### config.mk
export PLATFORM = sky130hd
export DESIGN_NAME = stopwatch_ctrl_flat
export DESIGN_NICKNAME = d
export VERILOG_FILES = /design/src/rtl/stopwatch_ctrl_if.sv /design/src/rtl/stopwatch_ctrl.sv /design/src/flat_wrapper.sv
export SDC_FILE = /design/constraint.sdc
export NUM_CORES = 1
export LEC_CHECK = 0
export ABC_AREA = 1
export ABC_CLOCK_PERIOD_IN_PS = 3200
export CELL_PAD_IN_SITES_DETAIL_PLACEMENT = 1
export CELL_PAD_IN_SITES_GLOBAL_PLACEMENT = 1
export CORE_ASPECT_RATIO = 2
export CORE_UTILIZATION = 50
export CTS_CLUSTER_DIAMETER = 120
export DETAILED_ROUTE_END_ITERATION = 10
export DONT_BUFFER_PORTS = 1
export PLACE_DENSITY = 0.86
export SYNTH_ARGS = -nofsm -noshare
export SYNTH_HDL_FRONTEND = slang
export SYNTH_SLANG_ARGS = --single-unit
### constraint.sdc
create_clock -name clk -period 3.2 [get_ports clk]
set_input_delay 0.48 -clock clk [delete_from_list [all_inputs] [get_ports clk]]
set_output_delay 0.48 -clock clk [all_outputs]
set_load 0.02 [all_outputs]
### src/rtl/stopwatch_ctrl_if.sv
`default_nettype none
// ============================================================================
// Module      : stopwatch_ctrl_if
// Description : Button/status bundle between the stopwatch control stage and
//               its environment (buttons, counter chain, display stage).
// Revision    : 1.0 - initial release
// ============================================================================
interface stopwatch_ctrl_if;
  logic       btn_start_stop;
  logic       btn_clear;
  logic       btn_lap;
  logic       dir_down;
  logic       at_zero;
  logic       tick;
  logic       ctrl;
  logic       set;
  logic       running;
  logic       lap_hold;
  logic       expired;
  logic [1:0] state;

  // Environment side: drives buttons and counter status, observes controls
  modport master (
    output btn_start_stop, btn_clear, btn_lap, dir_down, at_zero,
    input  tick, ctrl, set, running, lap_hold, expired, state
  );

  // Control stage side
  modport slave (
    input  btn_start_stop, btn_clear, btn_lap, dir_down, at_zero,
    output tick, ctrl, set, running, lap_hold, expired, state
  );
endinterface
`default_nettype wire

### src/rtl/stopwatch_ctrl.sv
`default_nettype none
// ============================================================================
// Module      : stopwatch_ctrl
// Description : Stopwatch front-end. Synchronizes and debounces the three
//               buttons, runs the IDLE/RUN/PAUSE/DONE state machine and
//               produces the prescaled tick, direction and load controls for
//               the digit counter chain.
// Revision    : 1.0 - initial release
// ============================================================================
module stopwatch_ctrl #(
  parameter int CLK_DIV    = 100000,
  parameter int DEB_CYCLES = 16
) (
  input wire              clk,
  input wire              reset,
  stopwatch_ctrl_if.slave bus
);

  localparam int c_DW = (DEB_CYCLES > 1) ? $clog2(DEB_CYCLES) : 1;
  localparam int c_PW = $clog2(CLK_DIV);
  localparam logic [c_DW-1:0] c_DEB_LAST = c_DW'(DEB_CYCLES - 1);
  localparam logic [c_PW-1:0] c_PRE_LAST = c_PW'(CLK_DIV - 1);
  localparam int c_B_SS  = 0;
  localparam int c_B_CLR = 1;
  localparam int c_B_LAP = 2;

  typedef enum logic [1:0] {
    S_IDLE  = 2'b00,
    S_RUN   = 2'b01,
    S_PAUSE = 2'b10,
    S_DONE  = 2'b11
  } state_t;

  logic [2:0]      w_btn_raw;
  logic [2:0]      w_press;
  logic            w_clr;
  logic            w_ss;
  logic            w_lap;
  logic            w_wrap;
  logic            w_terminal;

  state_t          r_state;
  logic [c_PW-1:0] r_pre;
  logic            r_tick;
  logic            r_set;
  logic            r_ctrl;
  logic            r_lap_hold;
  logic            r_expired;
  logic            r_running;

  assign w_btn_raw = {bus.btn_lap, bus.btn_clear, bus.btn_start_stop};

  // One independent synchronize/debounce/edge-detect path per button
  for (genvar gi = 0; gi < 3; gi++) begin : g_btn
    logic            r_sync1;
    logic            r_sync2;
    logic            r_deb;
    logic            r_deb_d;
    logic            r_press;
    logic [c_DW-1:0] r_cnt;

    // Level is accepted only after DEB_CYCLES consecutive disagreeing samples
    always_ff @(posedge clk or negedge reset) begin
      if (!reset) begin
        r_sync1 <= 1'b0;
        r_sync2 <= 1'b0;
        r_deb   <= 1'b0;
        r_deb_d <= 1'b0;
        r_press <= 1'b0;
        r_cnt   <= '0;
      end else begin
        r_sync1 <= w_btn_raw[gi];
        r_sync2 <= r_sync1;
        if (r_sync2 != r_deb) begin
          if (r_cnt == c_DEB_LAST) begin
            r_deb <= r_sync2;
            r_cnt <= '0;
          end else begin
            r_cnt <= r_cnt + 1'b1;
          end
        end else begin
          r_cnt <= '0;
        end
        r_deb_d <= r_deb;
        r_press <= r_deb & ~r_deb_d;
      end
    end

    assign w_press[gi] = r_press;
  end

  // Coincident presses: clear beats start/stop, which beats lap
  assign w_clr = w_press[c_B_CLR];
  assign w_ss  = w_press[c_B_SS] & ~w_press[c_B_CLR];
  assign w_lap = w_press[c_B_LAP] & ~w_press[c_B_CLR] & ~w_press[c_B_SS];

  // A down-count wrap while the chain already reads zero would underflow it
  assign w_wrap     = (r_pre == c_PRE_LAST);
  assign w_terminal = w_wrap & r_ctrl & bus.at_zero;

  // Control state machine with prescaler and all registered outputs
  always_ff @(posedge clk or negedge reset) begin
    if (!reset) begin
      r_state    <= S_IDLE;
      r_pre      <= '0;
      r_tick     <= 1'b0;
      r_set      <= 1'b0;
      r_ctrl     <= 1'b0;
      r_lap_hold <= 1'b0;
      r_expired  <= 1'b0;
      r_running  <= 1'b0;
    end else begin
      r_tick <= 1'b0;
      r_set  <= 1'b0;
      case (r_state)
        S_IDLE: begin
          r_ctrl <= bus.dir_down;
          r_pre  <= '0;
          if (w_clr) begin
            r_set <= 1'b1;
          end else if (w_ss) begin
            if (r_ctrl && bus.at_zero) begin
              r_state   <= S_DONE;
              r_expired <= 1'b1;
            end else begin
              r_state   <= S_RUN;
              r_running <= 1'b1;
            end
          end
        end
        S_RUN: begin
          if (w_clr) begin
            r_state    <= S_IDLE;
            r_set      <= 1'b1;
            r_lap_hold <= 1'b0;
            r_pre      <= '0;
            r_running  <= 1'b0;
          end else if (w_terminal) begin
            r_state   <= S_DONE;
            r_pre     <= '0;
            r_running <= 1'b0;
            r_expired <= 1'b1;
          end else begin
            // The cycle that sees a pause press still counts
            if (w_wrap) begin
              r_pre  <= '0;
              r_tick <= 1'b1;
            end else begin
              r_pre <= r_pre + 1'b1;
            end
            if (w_ss) begin
              r_state   <= S_PAUSE;
              r_running <= 1'b0;
            end else if (w_lap) begin
              r_lap_hold <= ~r_lap_hold;
            end
          end
        end
        S_PAUSE: begin
          if (w_clr) begin
            r_state    <= S_IDLE;
            r_set      <= 1'b1;
            r_lap_hold <= 1'b0;
            r_pre      <= '0;
          end else if (w_ss) begin
            r_state   <= S_RUN;
            r_running <= 1'b1;
          end else if (w_lap) begin
            r_lap_hold <= ~r_lap_hold;
          end
        end
        S_DONE: begin
          if (w_clr) begin
            r_state    <= S_IDLE;
            r_set      <= 1'b1;
            r_lap_hold <= 1'b0;
            r_pre      <= '0;
            r_expired  <= 1'b0;
          end
        end
        default: begin
          r_state <= S_IDLE;
        end
      endcase
    end
  end

  assign bus.tick     = r_tick;
  assign bus.ctrl     = r_ctrl;
  assign bus.set      = r_set;
  assign bus.running  = r_running;
  assign bus.lap_hold = r_lap_hold;
  assign bus.expired  = r_expired;
  assign bus.state    = r_state;

endmodule
`default_nettype wire

### src/flat_wrapper.sv
// flat-port wrapper written by rule: the top's interface ports become plain ports
module stopwatch_ctrl_flat 
#(
  parameter int CLK_DIV    = 100000,
  parameter int DEB_CYCLES = 16
)
  (clk, reset, bus_btn_start_stop, bus_btn_clear, bus_btn_lap, bus_dir_down, bus_at_zero, bus_tick, bus_ctrl, bus_set, bus_running, bus_lap_hold, bus_expired, bus_state);
  stopwatch_ctrl_if bus_i ();
  input wire clk;
  input wire reset;
  input wire logic [$bits(bus_i.btn_start_stop)-1:0] bus_btn_start_stop;
  input wire logic [$bits(bus_i.btn_clear)-1:0] bus_btn_clear;
  input wire logic [$bits(bus_i.btn_lap)-1:0] bus_btn_lap;
  input wire logic [$bits(bus_i.dir_down)-1:0] bus_dir_down;
  input wire logic [$bits(bus_i.at_zero)-1:0] bus_at_zero;
  output wire logic [$bits(bus_i.tick)-1:0] bus_tick;
  output wire logic [$bits(bus_i.ctrl)-1:0] bus_ctrl;
  output wire logic [$bits(bus_i.set)-1:0] bus_set;
  output wire logic [$bits(bus_i.running)-1:0] bus_running;
  output wire logic [$bits(bus_i.lap_hold)-1:0] bus_lap_hold;
  output wire logic [$bits(bus_i.expired)-1:0] bus_expired;
  output wire logic [$bits(bus_i.state)-1:0] bus_state;
  assign bus_i.btn_start_stop = bus_btn_start_stop;
  assign bus_i.btn_clear = bus_btn_clear;
  assign bus_i.btn_lap = bus_btn_lap;
  assign bus_i.dir_down = bus_dir_down;
  assign bus_i.at_zero = bus_at_zero;
  assign bus_tick = bus_i.tick;
  assign bus_ctrl = bus_i.ctrl;
  assign bus_set = bus_i.set;
  assign bus_running = bus_i.running;
  assign bus_lap_hold = bus_i.lap_hold;
  assign bus_expired = bus_i.expired;
  assign bus_state = bus_i.state;
  stopwatch_ctrl #(.CLK_DIV(CLK_DIV), .DEB_CYCLES(DEB_CYCLES)) u_core (.clk(clk), .reset(reset), .bus(bus_i));
endmodule
# After elaboration in Yosys (flattened, before gate mapping)
# Cells that the tools add are included.
# totals
regBits	52
inputBits	7
out_inout_bits	8
word_cells	130
# op_classes
add_sub_neg	4
eq_ne	23
mux	49
n_bitwise	14
reduce_logical	14
# op_table
cell	count
$mux W17	4
$pmux W17 S3	1
$mux W1	25
$mux W4	6
$mux W2	9
$add A17 B1 Y17 const B	1
$eq A17 B17 Y1 const B	1
$reduce_and A7 Y1	2
$add A4 B1 Y4 const B	3
$eq A4 B4 Y1 const B	3
$ne A2 B1 Y1 const B	6
$pmux W1 S3	3
$reduce_bool A3 Y1	3
$and A1 B1 Y1	8
$ne A2 B2 Y1 const B	4
$pmux W2 S4	1
$not A1 Y1	6
$reduce_and A2 Y1	3
$reduce_and A5 Y1	1
$eq A2 B2 Y1 const B	2
$ne A4 B1 Y1 const B	1
$reduce_or A4 Y1	1
$ne A1 B1 Y1	3
$ne A3 B1 Y1 const B	1
6 further kinds	6

# Depth between registers and ports, before layout
# logic_depth
word_depth	8
mapped_depth	11
ltp_nobuf	11

# Least setup slack after synthesis
# OpenSTA, ideal clock, no wires.
# synth_timing
path_kind	flip-flop to flip-flop
from	reg u_core.r_pre[0]
to	reg u_core.r_pre[8]
setup_time_ns	0.077
arrival_ns	1.300
t_required_ns	3.123
slack_ns	1.823
path_stages_with_launch	11
n_path_buf	0
period_less_slack_ns	1.377
cell_sequence	dfrtp_1 > ha_1 > nand2_1 > inv_1 > nand2_1 > nor2_4 > nand2_2 > nand2_2 > nand2_1 > o21ai_0 > a21oi_1
# synth_between
elab_chain_cells	6
word_cells_on_any_way	8
cone_classes	add/sub: 1; eq/ne: 1; mux: 4; bitwise: 2
# synth_lines
item	line_no	rtl
start: declaration	stopwatch_ctrl.sv:43	logic [c_PW-1:0] r_pre;
start signal: assignment	stopwatch_ctrl.sv:149	r_pre <= r_pre + 1'b1;
parallel branches: the longest is 3 deep, another holds $add A17 B1 Y17	-	
$mux W17 (*)	stopwatch_ctrl.sv:138	end else if (w_terminal) begin
$mux W17 (*)	stopwatch_ctrl.sv:132	if (w_clr) begin
$pmux W17 S3 (*)	stopwatch_ctrl.sv:115	case (r_state)
# Mark *: on every way between the ends.
# A chain may end at the register's enable or synchronous reset.

# Worst setup path after layout
# layout_timing
from	reg u_core.r_pre[1]
to	reg u_core.r_state[0] (netlist: u_core.bus.state[0])
# layout_between
elab_chain_cells	6
word_cells_on_any_way	8
cone_classes	eq/ne: 2; mux: 3; bitwise: 2; reduce/logical: 1
# layout_lines
item	line_no	rtl
$eq A17 B17 Y1 (*)	stopwatch_ctrl.sv:98	assign w_wrap = (r_pre == c_PRE_LAST);
$and A1 B1 Y1 (*) (2 in series)	stopwatch_ctrl.sv:99	assign w_terminal = w_wrap & r_ctrl & bus.at_zero;
$mux W2	stopwatch_ctrl.sv:138	
$mux W2	stopwatch_ctrl.sv:132	
$pmux W2 S4	stopwatch_ctrl.sv:115	
end signal: assignment	stopwatch_ctrl.sv:104	r_state <= S_IDLE;
end signal: assignment	stopwatch_ctrl.sv:133	r_state <= S_IDLE;
end signal: assignment	stopwatch_ctrl.sv:139	r_state <= S_DONE;
end: declaration	stopwatch_ctrl.sv:42	state_t r_state;
# Mark *: on every way between the ends. The rest lies on a longest branch, timed or not.

==> impl_metrics.yaml <==
clock_tree:
  cts_buffer_depth: 2
  insertion_delay_ns: 0.30
  clkTransAtPathRegs_ns: 0.10
  root_buffer: "clkbuf_8"
  cts_sinks: 52
  cts_tree: "done"
  cts-buffers-inserted: 5
  cts_htree_levels: 2
worst_setup_path:
  reg2reg_from: "u_core.r_pre[1]"
  critPathMaxStageDelay_ns: 0.42
  slowest_stage: "dfrtp_1"
  cp.buffers_inverters: 2
  worstRegToRegCells: 11
  r2r-end: "u_core.bus.state[0]"
  critical_path.cell_chain: "ha_1 > nand2_1 > inv_1 > nand2_1 > nor2_4 > nand3_1 > nand2_1 > nand2_1 > inv_1 > nand2_1 > nand2_1"
  crit_family: "simple AND/OR/NAND/NOR gates"
  path_class: "flip-flop to flip-flop"
  path_common_cell: "nand2_1"
  cp-start-kind: "flip-flop"
  cp_max_fo: 4
  cp.required_ns: 3.45
  worstPathArrival_ns: 1.88
  worstSetupEndpointType: "flip-flop"
  rrSetupSlack_ns: 1.57
timing:
  max_clock_freq_ghz: 0.6122
  hold_viol_final: 0
  worst_slack_ns: 1.566
  worst-slew-pin-transition_ns: 0.4431
  rsz0062_at_grt: "false"
  drv_slew: 0
  setup_tns_ns: 0
  min_period_ns: 1.634
  slew_headroom_pct: 70.23
  finalSetupViolCount: 0
  skew_ns: 0.008383
  min_period_over_period_pct: 51.05
yosys:
  avgSynthCellArea_um2: 8.598
  yosysSeqAreaShare_pct: 52.55
  synth_top_flop_cell: "dfrtp_1"
  yosysWarnings: 0
  netlist_instances: 288
  synth_top_area_share_pct: 52.55
  yosys-top-cells-area: "dfrtp_1 (53%), nand2_1 (9.1%), nor2_1 (5.5%)"
  yosys.cell_types.count: 23
  synth_edf_count: 0
  syn_nets: 299
  netlist_area_um2: 2476
  async_flop_share_pct: 100.0
  yosysTopAreaCell: "dfrtp_1"
  synth_commonest_cells: "nand2_1 (60), dfrtp_1 (52), nor2_1 (36)"
  yosysMostFrequentCell: "nand2_1"
  synth-seq-cells: 52
floorplan:
  die_w_um: 51.76
  start_util_pct: 52.84
  die-height_um: 101.5
  core.rowCount: 35
  fp.dieArea_um2: 5255
  io_pins: 15
  coreArea_um2: 4686
final_layout:
  area_delta_synth_final_pct: 8.287
  drive_gt1_share_pct: 10.47
  insertedDiodeCount: 0
  nFillCells: 575
  fin_cells: 351
  layout.nets: 306
  final_area_um2: 2681
place:
  placed_area_um2: 2542
  numPortBuffers: 0
  place_ws_ns: 1.587
  hpwl_mm: 4.655
  gp_congestion: 0.9277
  dp_cells: 342
routing:
  first_pass_iters: 4
  vias_per_cell: 5.584
  num_vias: 1960
  drt-total-wl_mm: 6.002
  drc: 0
  wl_per_cell_um: 17.10
  drtAntennaViolNets: 0
  first_iter_violations: 23
global_routing:
  grt_antenna_before_repair: 0
  grt_usage_pct: 26.15
  grt.overflow.total: 0
  grt_pass1_wl_mm: 9.908
  grt_pass1_vias: 2218
  grt_max_degree: 53
power:
  vdd_drop_max_v: 0.0003262
  powerDensity_nw_per_um2: 502.9
  cellLeakagePower_nw: 1.316
  totalPowerFinal_mw: 1.348
run:
  drv_cap: 0
hold_path:
  hp-class: "input port to asynchronous set/reset pin"
status:
  status: "finished, final reports clean"
## layer usage
metal | track usage, % | vias up | part of all wire, %
li1 | - | 923 | -
met1 | 24.23 | 972 | 34
met2 | 49.95 | 41 | 59
met3 | 4.054 | 24 | 2.2
met4 | 16.42 | 0 | 4.9
met5 | 0 | - | 0
## cell type report
cell class                      count  area, um^2  share of cell area (%)
Multi-Input combinational cell    194        1015                   37.84
Inverter                           40       150.1                   5.600
Clock buffer                        6       72.57                   2.706
Tap cell                           55       68.82                   2.566
Timing Repair Buffer                2       35.03                   1.307
Clock inverter                      2       38.79                   1.447
Sequential cell                    52        1301                   48.53
## how the worst max path moves through the flow
| stage | end | slack (ns) | startpoint | depth (start not counted) |
|---|---|---|---|---|
| 6_report | u_core.bus.state[0] | 1.57 | u_core.r_pre[1] | 11 |
| 5_1_grt | u_core.bus.state[1] | 1.40 | u_core.r_pre[1] | 11 |
| 4_1_cts | u_core.r_pre[12] | 1.56 | u_core.r_pre[1] | 8 |
| 3_5_place_dp | u_core.r_pre[12] | 1.59 | u_core.r_pre[1] | 8 |
| 3_3_place_gp | u_core.r_pre[11] | 1.65 | u_core.r_pre[1] | 10 |
| 2_1_floorplan | u_core.r_pre[8] | 1.82 | u_core.r_pre[0] | 10 |
## power breakdown
part	total (mW)	internal [mW]	switching, mW
Combinational	0.139	0.0426	0.0969
Sequential	0.757	0.693	0.0640
Clock	0.452	0.237	0.216
Total	1.35	0.972	0.377
## logic make-up after synthesis
kind of cell,synth area share [%]
flops,52.55
simple gates,28.80
xor+xnor,4.952
compound gates,5.204
fa+ha+maj,2.021
buf+inv,6.468
## cell usage in the layout (no fill, tap or decap), drive strengths merged
master and n:
bufinv 1, clkbuf 6, nand2 65, ha 4
nor3 7, and2 1, a22o 1, xor2 8
nand3 25, nor2 44, o21ai 14, o211ai 2
buf 2, xnor2 6, nand4 10, inv 41
a21oi 7, dfrtp 52
## through the flow
stage | utilization (%) | hold slack, ns
final | 57.22 | 0.01294
after global routing | 57.22 | 0.03148
after CTS | 57.22 | 0.03463
after detailed placement | 54.26 | 0.1860
after global placement | 54.26 | 0.1859
after floorplan | - | 0.1844
## timing repair
item / CTS / global route
buffers inserted: 0 / 0
gates resized for setup: 0 / 0
hold endpoints to repair: 52 / 0
hold buffers: 1 / 0
## worst register-to-register path, stage by stage, from the launching register on
cell	delay, ns
dfrtp_1	0.42
ha_1	0.20
nand2_1	0.12
inv_1	0.11
nand2_1	0.09
nor2_4	0.13
nand3_1	0.10
nand2_1	0.13
nand2_1	0.09
inv_1	0.09
nand2_1	0.06
nand2_1	0.05
## sequential cells by signal, indices dropped and copies added, names as in the netlist
name                  cells
u_core.bus.running        1
u_core.bus.ctrl           1
u_core.g_btn.r_press      3
u_core.g_btn.r_sync2      3
u_core.g_btn.r_sync1      3
u_core.r_pre             17
u_core.bus.expired        1
u_core.bus.lap_hold       1
u_core.g_btn.r_deb        3
u_core.bus.set            1
u_core.bus.state          2
u_core.g_btn.r_deb_d      3
u_core.g_btn.r_cnt       12
u_core.bus.tick           1
Power figures use the tool's default switching activity.
